<file path="config.mk">
export PLATFORM = sky130hd
export DESIGN_NAME = pad_activity_monitor
export DESIGN_NICKNAME = d
export VERILOG_FILES = /design/src/rtl/pad_mon_pkg.sv /design/src/rtl/pad_act_chan.sv /design/src/rtl/pad_activity_monitor.sv
export SDC_FILE = /design/constraint.sdc
export NUM_CORES = 1
export LEC_CHECK = 0
export BUFFER_PORTS_ARGS = -buffer_cell sky130_fd_sc_hd__buf_2
export CAP_MARGIN = 40
export CORE_MARGIN = 3
export CORE_UTILIZATION = 67
export DETAILED_ROUTE_END_ITERATION = 7
export HOLD_SLACK_MARGIN = 0.03
export PLACE_DENSITY = 0.83
export SYNTH_ARGS = -nofsm -noshare
export SYNTH_HDL_FRONTEND = slang
export SYNTH_HIERARCHICAL = 1
export SYNTH_SLANG_ARGS = --single-unit
</file>
<file path="constraint.sdc">
create_clock -name sys_clk_i -period 9.3 [get_ports sys_clk_i]
set_input_delay 1.395 -clock sys_clk_i [delete_from_list [all_inputs] [get_ports sys_clk_i]]
set_output_delay 1.395 -clock sys_clk_i [all_outputs]
set_load 0.02 [all_outputs]
</file>
<file path="src/rtl/pad_mon_pkg.sv">
// Shared types and helpers for the pad activity monitor.
// Window-length-dependent widths are derived in the top from its own parameters.
package pad_mon_pkg;

  typedef enum logic [1:0] {
    IDLE,
    RUN,
    EVAL
  } mon_state_t;

  localparam int unsigned DEF_WINDOW_CYCLES = 1024;
  localparam int unsigned WIN_W             = $clog2(DEF_WINDOW_CYCLES);

  function automatic logic [31:0] cnt_max(input int unsigned w);
    return (w >= 32) ? '1 : ((32'd1 << w) - 32'd1);
  endfunction

endpackage

</file>
<file path="src/rtl/pad_act_chan.sv">
// One monitored channel: synchronizer, edge detect, saturating toggle counter,
// published snapshot/activity and sticky stuck-at flags.
module pad_act_chan
  import pad_mon_pkg::*;
#(
  parameter int unsigned CNT_W       = 16,
  parameter int unsigned SYNC_STAGES = 2,
  parameter int unsigned MIN_TOGGLES = 2
) (
  input  logic             sys_clk_i,
  input  logic             sys_rst_i,
  input  logic             ch_i,
  input  logic             i_idle,
  input  logic             i_count_en,
  input  logic             i_eval,
  input  logic             i_carry,
  input  logic             i_clear,
  output logic [CNT_W-1:0] o_snap,
  output logic             o_active_nxt,
  output logic             o_active,
  output logic             o_stuck_lo,
  output logic             o_stuck_hi
);

  localparam logic [CNT_W-1:0] CNT_MAX = CNT_W'(cnt_max(CNT_W));

  logic [SYNC_STAGES-1:0] r_sync;
  logic                   r_prev;
  logic [CNT_W-1:0]       r_cnt;
  logic                   w_lvl;
  logic                   w_tog;

  assign w_lvl        = r_sync[SYNC_STAGES-1];
  assign w_tog        = w_lvl ^ r_prev;
  assign o_active_nxt = (32'(r_cnt) >= MIN_TOGGLES);

  always_ff @(posedge sys_clk_i or posedge sys_rst_i) begin
    if (sys_rst_i) begin
      r_sync <= '0;
      r_prev <= 1'b0;
    end else begin
      r_sync <= {r_sync[SYNC_STAGES-2:0], ch_i};
      r_prev <= w_lvl;
    end
  end

  // The edge seen during EVAL seeds the next window so boundary toggles are never lost.
  always_ff @(posedge sys_clk_i or posedge sys_rst_i) begin
    if (sys_rst_i) begin
      r_cnt <= '0;
    end else if (i_eval) begin
      r_cnt <= (i_carry && w_tog) ? CNT_W'(1) : '0;
    end else if (i_idle) begin
      r_cnt <= '0;
    end else if (i_count_en && w_tog && (r_cnt != CNT_MAX)) begin
      r_cnt <= r_cnt + 1'b1;
    end
  end

  always_ff @(posedge sys_clk_i or posedge sys_rst_i) begin
    if (sys_rst_i) begin
      o_snap   <= '0;
      o_active <= 1'b0;
    end else if (i_eval) begin
      o_snap   <= r_cnt;
      o_active <= o_active_nxt;
    end
  end

  always_ff @(posedge sys_clk_i or posedge sys_rst_i) begin
    if (sys_rst_i) begin
      o_stuck_lo <= 1'b0;
      o_stuck_hi <= 1'b0;
    end else if (i_clear) begin
      o_stuck_lo <= 1'b0;
      o_stuck_hi <= 1'b0;
    end else if (i_eval && (r_cnt == '0)) begin
      o_stuck_lo <= o_stuck_lo | ~w_lvl;
      o_stuck_hi <= o_stuck_hi | w_lvl;
    end
  end

endmodule

</file>
<file path="src/rtl/pad_activity_monitor.sv">
// Multi-channel pad activity / stuck-at monitor: window FSM, fault counter and
// count readback around an array of per-channel monitors.
module pad_activity_monitor
  import pad_mon_pkg::*;
#(
  parameter int unsigned NUM_CH        = 8,
  parameter int unsigned WINDOW_CYCLES = 1024,
  parameter int unsigned CNT_W         = 16,
  parameter int unsigned SYNC_STAGES   = 2,
  parameter int unsigned MIN_TOGGLES   = 2
) (
  input  logic                      sys_clk_i,
  input  logic                      sys_rst_i,
  input  logic [NUM_CH-1:0]         ch_i,
  input  logic                      enable_i,
  input  logic                      clear_i,
  input  logic [$clog2(NUM_CH)-1:0] rd_sel_i,
  output logic [CNT_W-1:0]          rd_cnt_o,
  output logic [NUM_CH-1:0]         active_o,
  output logic [NUM_CH-1:0]         stuck_lo_o,
  output logic [NUM_CH-1:0]         stuck_hi_o,
  output logic                      window_done_o,
  output logic                      fault_o,
  output logic [7:0]                fault_cnt_o
);

  localparam int unsigned      WIN_BITS = $clog2(WINDOW_CYCLES);
  localparam logic [WIN_BITS-1:0] WIN_LAST = WIN_BITS'(WINDOW_CYCLES - 1);

  mon_state_t        r_state;
  mon_state_t        w_next;
  logic [WIN_BITS-1:0] r_win;
  logic              r_first;
  logic              r_done;
  logic [7:0]        r_fault_cnt;
  logic              w_idle;
  logic              w_eval;
  logic              w_count_en;
  logic              w_carry;
  logic [NUM_CH-1:0] w_active_nxt;
  logic [CNT_W-1:0]  w_snap [NUM_CH];

  assign w_idle      = (r_state == IDLE);
  assign w_eval      = (r_state == EVAL);
  // First RUN cycle after IDLE only primes the edge detector.
  assign w_count_en  = (r_state == RUN) && !r_first;
  assign w_carry     = w_eval && enable_i;

  always_comb begin
    w_next = r_state;
    case (r_state)
      IDLE:    if (enable_i) w_next = RUN;
      RUN: begin
        if (!enable_i)             w_next = IDLE;
        else if (r_win == WIN_LAST) w_next = EVAL;
      end
      EVAL:    w_next = enable_i ? RUN : IDLE;
      default: w_next = IDLE;
    endcase
  end

  always_ff @(posedge sys_clk_i or posedge sys_rst_i) begin
    if (sys_rst_i) begin
      r_state     <= IDLE;
      r_win       <= '0;
      r_first     <= 1'b0;
      r_done      <= 1'b0;
      r_fault_cnt <= '0;
    end else begin
      r_state <= w_next;
      r_win   <= (r_state == RUN) ? r_win + 1'b1 : '0;
      r_first <= w_idle;
      r_done  <= w_eval;
      if (clear_i) begin
        r_fault_cnt <= '0;
      end else if (w_eval && !(&w_active_nxt) && (r_fault_cnt != 8'hFF)) begin
        r_fault_cnt <= r_fault_cnt + 8'd1;
      end
    end
  end

  for (genvar g = 0; g < NUM_CH; g++) begin : g_chan
    pad_act_chan #(
      .CNT_W       (CNT_W),
      .SYNC_STAGES (SYNC_STAGES),
      .MIN_TOGGLES (MIN_TOGGLES)
    ) u_chan (
      .sys_clk_i    (sys_clk_i),
      .sys_rst_i    (sys_rst_i),
      .ch_i         (ch_i[g]),
      .i_idle       (w_idle),
      .i_count_en   (w_count_en),
      .i_eval       (w_eval),
      .i_carry      (w_carry),
      .i_clear      (clear_i),
      .o_snap       (w_snap[g]),
      .o_active_nxt (w_active_nxt[g]),
      .o_active     (active_o[g]),
      .o_stuck_lo   (stuck_lo_o[g]),
      .o_stuck_hi   (stuck_hi_o[g])
    );
  end

  always_comb begin
    rd_cnt_o = '0;
    if (32'(rd_sel_i) < NUM_CH) rd_cnt_o = w_snap[rd_sel_i];
  end

  assign window_done_o = r_done;
  assign fault_cnt_o   = r_fault_cnt;
  assign fault_o       = |(stuck_lo_o | stuck_hi_o);

endmodule

</file>
; ---- Word-level counts from Yosys, hierarchy flattened
; Cells that the tools add are included.
; W data, S select, Z words.
[classes]
n_reduce_logical = 67
order_cmp = 9
bitwise_logic = 34
muxes = 75
add_sub_neg = 10
eq_ne = 14
[op_table]
columns = op, count
row1 = $mux W16, 26
row2 = $add A16 B1 Y16 const B, 8
row3 = $ge A16 B2 Y1 const B, 8
row4 = $logic_not A16 Y1, 8
row5 = $ne A16 B16 Y1 const B, 8
row6 = $bmux W16 S3, 1
row7 = $mux W1, 41
row8 = $logic_and A1 B1 Y1, 36
row9 = $reduce_bool A3 Y1, 8
row10 = $reduce_bool A2 Y1, 9
row11 = $mux W8, 2
row12 = $or A1 B1 Y1, 16
row13 = $add A10 B1 Y10 const B, 1
row14 = $eq A10 B10 Y1 const B, 1
row15 = $mux W10, 1
row16 = $add A8 B1 Y8 const B, 1
row17 = $ne A8 B8 Y1 const B, 1
row18 = $not A1 Y1, 8
row19 = $or A8 B8 Y8, 1
row20 = $reduce_and A8 Y1, 1
row21 = $reduce_or A8 Y1, 1
row22 = $xor A1 B1 Y1, 8
row23 = $mux W2, 3
row24 = $pmux W2 S3, 1
row25 = 9 further kinds, 10
[totals]
register_bits = 326
in_bits = 15
wordCells = 270

; ---- Logic depth before layout (Yosys ltp)
; Gate-level depths: netlist of the first run.
[depth]
depth_word = 7
ltp_mapped = 9
depth_no_buf = 7

; ---- By module
; The synthesis of the first run kept the hierarchy.
[modules_own_cells]
columns = mod, n_inst, seq_area_each_um2, cells_each, area_per_inst_um2
row1 = pad_act_chan at g_chan[0].u_chan ..., 7, 950.9, 163, 1871.8
row2 = pad_activity_monitor, 1, 550.5, 173, 2178.3
row3 = pad_act_chan at g_chan[5].u_chan, 1, 950.9, 164, 1865.5

; ---- Worst setup path before layout of the first run
; No wires, ideal clock.
[synth_timing]
kind = input to output
start = input port rd_sel_i[0]
end = output port rd_cnt_o[1]
t_arrival_ns = 2.497
path_stages = 4
n_path_buf = 2
setup_slack_ns = 5.408
required_time_ns = 7.905
cell_sequence = buf_6 buf_6 mux4_1 mux2_2
[synth_between]
elab_chain_cells = 4
[synth_lines]
columns = element, line_no
row1 = start: declaration, pad_activity_monitor.sv:17  ; input logic [$clog2(NUM_CH)-1:0] rd_sel_i,
row2 = $not A3 Y4 (not written as such), pad_activity_monitor.sv:106  ; if (32'(rd_sel_i) < NUM_CH) rd_cnt_o = w_snap[rd_sel_i];
row3 = $bmux W16 S3, pad_activity_monitor.sv:106
row4 = $mux W16 (not written as such) (2 in series), pad_activity_monitor.sv:106
row5 = end: declaration, pad_activity_monitor.sv:18  ; output logic [CNT_W-1:0] rd_cnt_o,
; No other way between the ends. The select of a mux whose other input is x is not followed.

; ---- Worst setup path in the final report of the first run
[layout_timing]
start = input port rd_sel_i[0]
end = output port rd_cnt_o[10]
; The elaborated chain is that of the path after synthesis.

==> metrics, run 1 <==
R2R depth 5; kind of start point of the critical path input pin; drt wl/cell 25.2 um; Crit Path Class in -> out; Reg2Reg Launch Point r_state[0]; Routed WL 46800 um; # DRC 0; Tmin final 4620 ps; nets@finish 1556; Post-synth EDFFs 0; via count 13400; Crit. End Element primary output; setup_tns 0 ps; Final Core Density 75.2%; Tcrit/Tclk final 49.7%; area delta synth->final 8.52%; Rel. slew slack 34.3%; Static Leak 8.40 nW; # port buffers 64; IO Count 65; RSZ-0062 raised after global routing no; HP Class reg -> reg; GRT Resource Usage Total 33.5%; Hold Violations, Final 0; Crit path required time 7910 ps; Gate power share 4.0%; Worst-path clk slew 60 ps; initial core utilization 69.3%; worst clock skew 10.8 ps; DRT iter0 DRCs 1914; number of global-route vias before repair 12700; most frequent cells in the layout dfrtp_1 (326), mux2_2 (153), a21oi_1 (127); fin. max-slew vios 0; Max Fclk 216 MHz; Seq cells post-synth 326; syn avg cell area 11.6 sq um; worst skew pair latency 520 ps; total gr overflow 0; pin count of the biggest net entering global routing 74; synth top area cells dfrtp_1 (48%), mux2_2 (10%), mux4_1 (4.3%), o31ai_1 (4.0%), a21oi_1 (3.7%); Synth area leader dfrtp_1; Hold Worst Slack 346 ps; post-synthesis instance total 1478; most common cell after layout, fill and taps aside dfrtp_1; ys async rst share 100%; Sink Count 326; Synth Flop Type dfrtp_1; Pint 2.32 mW; Routed Antenna Nets 0; Post-CTS Setup Repair Bufs 0; Yosys cell types 52; CP arrival 3230 ps; layout cells sized above 1 22.9%; drt pass-1 iters 7; cell area power density 160 nW/um^2; # rows 57; initial antenna violation count 3; Reg power frac 48.6%; CP startpoint rd_sel_i[0]; root buffer cell clkbuf_16; CTS tree built; syn_nets 1519; sw frac 22.3%; Die X-Extent 166 um; die height 166 um; CTS Buf Count 35; Critical Path End rd_cnt_o[10]; # Max-Cap Violations 0; die area 27500 sq um; gpl congestion 0.936; RR Endpoint g_chan[5].u_chan/r_cnt[2]; first-pass GRT wire length 73500 um; Synth warnings 6; htree depth 2; core footprint 24700 sq um; clock power share 47.4%; Max Fanout on Critical Path 32; hpwl dp 31500 um; setup violators final 0; Resize count post-CTS 0; register-to-register setup slack 6310 ps; Net Switching 0.664 mW; status finished, final reports clean; Avg Vias per Cell 7.19; register area share after synthesis 47.6%; worst-case vdd ir drop 0.000141 V; area share of the largest cell type after synthesis 47.6%; CTS Buffer Depth 3; worst slew pin tran 978 ps; hold_buf cts 0; Mapped Area 17100 sq um; fill count 1581
-- stage by stage --
step / setup WS, ps / area, sq um / total power, mW / cells
2_1_floorplan: 5410 / 17100 / 1.56 / 1478
3_3_place_gp: 4730 / 17400 / 1.59 / 1794
3_5_place_dp: 4700 / 17400 / 1.59 / 1801
4_1_cts: 4690 / 18600 / 3.00 / 1859
5_1_grt: 4620 / 18600 / 3.08 / 1860
6_report: 4680 / 18600 / 2.98 / 1862
-- how the worst min path moves through the flow --
stage	start	to	slack, ps	cells past startpoint
5_1_grt	g_chan[1].u_chan/r_sync[0]	g_chan[1].u_chan/r_sync[1]	360	0
2_1_floorplan	g_chan[0].u_chan/r_sync[0]	g_chan[0].u_chan/r_sync[1]	330	0
4_1_cts	g_chan[3].u_chan/r_sync[0]	g_chan[3].u_chan/r_sync[1]	350	0
3_5_place_dp	g_chan[3].u_chan/r_sync[0]	g_chan[3].u_chan/r_sync[1]	340	0
6_report	g_chan[1].u_chan/r_sync[0]	g_chan[1].u_chan/r_sync[1]	350	0
3_3_place_gp	g_chan[3].u_chan/r_sync[0]	g_chan[3].u_chan/r_sync[1]	330	0
-- power by group through the flow --
| stage | clock [mW] | combinational [mW] | sequential [mW] |
|---|---|---|---|
| 6_report | 1.41 | 0.120 | 1.45 |
| 5_1_grt | 1.49 | 0.133 | 1.45 |
| 4_1_cts | 1.43 | 0.121 | 1.45 |
| 3_5_place_dp | 0 | 0.119 | 1.47 |
| 3_3_place_gp | 0 | 0.115 | 1.47 |
| 2_1_floorplan | 0 | 0.0890 | 1.47 |
-- synth_stat cells, types with 8 or more instances --
library cell	instances
buf_4	8
and2_1	9
o21ai_0	13
xor2_2	8
or4_1	83
a41o_1	8
a31oi_1	9
nand4_2	14
and4_1	33
or2_2	8
mux4_1	28
nor3_1	11
a21oi_1	127
inv_1	46
nand3b_1	8
ha_1	26
and3_1	8
or3_1	27
o211a_1	8
nand2_1	71
o211ai_1	8
nor4_4	8
nand4_1	49
clkbuf_1	32
o21ai_1	14
nand3_1	54
a211oi_1	9
o21ba_2	9
nor2_1	47
mux2_2	153
nor4_1	37
buf_6	34
or4_4	8
dfrtp_1	326
o31ai_1	91
-- critical path: stages --
cell	delay, ps
buf_2	660
mux4_1	650
mux2_2	320
buf_2	180
-- routing by layer --
layer / wire (um) / vias to the layer above / GRT usage [%]
li1: - / 5845 / -
met1: 18200 / 6652 / 45.1
met2: 21100 / 731 / 50.7
met3: 4340 / 161 / 7.38
met4: 3150 / 2 / 19.5
met5: 13 / - / 0
-- state kept, by name (all words and copies together), names as in the netlist --
register                  cells
window_done_o                 1
g_chan.u_chan/o_stuck_lo      8
g_chan.u_chan/o_active        8
g_chan.u_chan/o_stuck_hi      8
fault_cnt_o                   8
g_chan.u_chan/r_sync         16
g_chan.u_chan/r_prev          8
r_win                        10
g_chan.u_chan/r_cnt         128
g_chan.u_chan/o_snap        128
r_first                       1
r_state                       2
-- cell type report --
class	instances	area, sq um	share of cell area [%]
multi-input cells	1022	8210	44.1
flip-flops and latches	326	8160	43.8
clock buffers	51	1040	5.58
repair buffers	84	500	2.69
well taps	324	405	2.18
inverters	46	173	0.928
clock inverters	7	114	0.612
diodes	2	5.00	0.0269
-- cells by family after synthesis --
logic type / count (synthesis) / synth area share (%)
muxes: 187 / 15.0
xor gates and xnor gates: 14 / 1.07
AOI/OAI and AO/OA: 312 / 11.8
DFF: 326 / 47.6
and+or+nand+nor: 483 / 18.2
buffers and inverters: 130 / 4.54
adders and majority gates: 26 / 1.90
Note: power is estimated with default switching activity, not from simulation.
==> run 2: changes to the inputs <==
--- a/config.mk
+++ b/config.mk
@@ -8,10 +8,10 @@
 export BUFFER_PORTS_ARGS = -buffer_cell sky130_fd_sc_hd__buf_2
 export CAP_MARGIN = 40
 export CORE_MARGIN = 3
-export CORE_UTILIZATION = 67
+export CORE_UTILIZATION = 63
 export DETAILED_ROUTE_END_ITERATION = 7
 export HOLD_SLACK_MARGIN = 0.03
-export PLACE_DENSITY = 0.83
+export PLACE_DENSITY = 0.79
 export SYNTH_ARGS = -nofsm -noshare
 export SYNTH_HDL_FRONTEND = slang
 export SYNTH_HIERARCHICAL = 1
==> constraint.sdc (replaced) <==
create_clock -name sys_clk_i -period 4.7 [get_ports sys_clk_i]
set_input_delay 0.705 -clock sys_clk_i [delete_from_list [all_inputs] [get_ports sys_clk_i]]
set_output_delay 0.705 -clock sys_clk_i [all_outputs]
set_load 0.02 [all_outputs]
==> metrics, run 2 (synthesis results as in run 1) <==
Worst-path clk slew 60 ps (about the same); met2 WL 20600 um (-2.8%); drt wl/cell 24.1 um (-4.1%); Sink Count 326 (unchanged); CTS Buffer Depth 3 (unchanged); layout cells sized above 1 23.5% (+0.61 points); htree depth 2 (unchanged); hpwl dp 32100 um (+1.8%); cell area power density 316 nW/um^2 (+97%); # DRC 0 (unchanged); most frequent cells in the layout dfrtp_1 (326), mux2_2 (153), a21oi_1 (127); # Max-Cap Violations 0 (unchanged); CP max-delay cell nor2_2; worst slew pin tran 967 ps (-10.4 ps); Placed Cells 1817 (+0.89%); die height 171 um (+3.0%); initial core utilization 64.9% (-4.4 points); Static Leak 8.45 nW (+0.56%); Resize count post-CTS 0 (unchanged); IO Count 65 (unchanged); met3 WL 3290 um (-24%); Avg Vias per Cell 7.02 (-2.4%); worst skew pair latency 510 ps (about the same); number of global-route vias before repair 12300 (-3.2%); Final Core Density 70.9% (-4.3 points); area delta synth->final 9.23%; design area 18700 sq um (+0.66%); max layer used met4; Hold Worst Slack 167 ps (-179 ps); CTS Buf Count 35 (unchanged); nets@finish 1561 (+0.32%); gpl congestion 0.942 (+0.62%); Placement Setup Slack 1640 ps (-3050 ps); Crit path required time 5130 ps (-2780 ps); DRT iter0 DRCs 1503 (-21%); Max Fclk 326 MHz; CTS tree built; most common cell after layout, fill and taps aside dfrtp_1; total gr overflow 0 (unchanged); status finished, final reports clean; setup violators final 0 (unchanged); Routed WL 45300 um (-3.2%); placed cell areas 17500 sq um (+0.57%); Die X-Extent 171 um (+3.0%); kind of start point of the critical path flop; Tot Pwr 5.93 mW (+99%); worst-case vdd ir drop 0.000313 V (+120%); Critical Path, Cell by Cell nand2b_1 -> nor2_2 -> buf_4 -> nand2_1 -> or4_1 -> a21oi_1; n_diodes 0 (-2); CP arrival 3500 ps (+270 ps); worst stage delay on the critical path 740 ps (+80 ps); Post-Layout Cell Count 1878 (+0.86%); hold_buf cts 0 (unchanged); die area 29200 sq um (+6.1%); Metal-1 WL 18900 um (+3.7%); core footprint 26400 sq um (+6.8%); Tcrit/Tclk final 65.3%; RSZ-0062 raised after global routing no; HP Class in -> async; Tmin final 3070 ps; Hold Violations, Final 0 (unchanged); # rows 59 (+3.5%); Post-CTS Setup Repair Bufs 0 (unchanged); drt pass-1 iters 5 (-2); Crit Path Class reg -> reg; root buffer cell clkbuf_16; initial antenna violation count 0 (-3); GRT Resource Usage Total 31.2% (-2.2 points); via count 13200 (-1.6%); worst clock skew 13.3 ps (+2.53 ps); leading registers by flop count g_chan.u_chan/o_snap (128), g_chan.u_chan/r_cnt (128), g_chan.u_chan/r_sync (16); fin. max-slew vios 0 (unchanged); Crit. End Element flop; Final WS setup 1630 ps (-3050 ps); setup_tns 0 ps (unchanged); pin count of the biggest net entering global routing 61 (-18%); Max Fanout on Critical Path 17 (-47%); first-pass GRT wire length 71100 um (-3.3%); Routed Antenna Nets 0 (unchanged); Rel. slew slack 35.0% (+0.70 points); # port buffers 64 (unchanged)
## run 2: path summary, 6_finish.rpt
path,startpoint,end,slack [ps],depth (start not counted)
min in group sys_clk_i,ch_i[4],g_chan[4].u_chan/r_sync[0],300,1
worst max register to register,r_state[1],g_chan[1].u_chan/r_cnt[6],1630,6
worst min-delay path,sys_rst_i,g_chan[7].u_chan/o_active,170,2
worst max-delay path,r_state[1],g_chan[1].u_chan/r_cnt[6],1630,6
worst min register to register,g_chan[5].u_chan/r_sync[0],g_chan[5].u_chan/r_sync[1],340,0
max in group asynchronous,sys_rst_i,g_chan[6].u_chan/o_snap[4],3570,3
## run 2: cell type report
cell class                 instances  area [sq um]
clock inverter                    12           143
clock buffer                      48          1040
tap                              335           419
timing repair buffer              89           587
inverter                          46           173
fill                            1819          7700
sequential                       326          8160
multi-input combinational       1022          8210
## run 2: worst max-delay path, delay by kind of cell (launching register included)
kind	cells	cell delay [ps]
buffers and inverters	1	400
flip-flops	1	400
AO/OA/AOI/OAI	1	160
AND/OR/NAND/NOR	4	2020
## run 2: power breakdown
group          switching, mW  leakage (nW)  internal, mW
clock network           1.12         0.577          1.71
registers             0.0338          4.46          2.83
logic                  0.173          3.41        0.0664
## run 2: per-layer routing
| metal | up-vias | global-route usage, % |
|---|---|---|
| met5 | - | 0 |
| met2 | 583 | 47.4 |
| met4 | 0 | 15.7 |
| met1 | 6644 | 44.3 |
| li1 | 5838 | - |
| met3 | 113 | 4.81 |
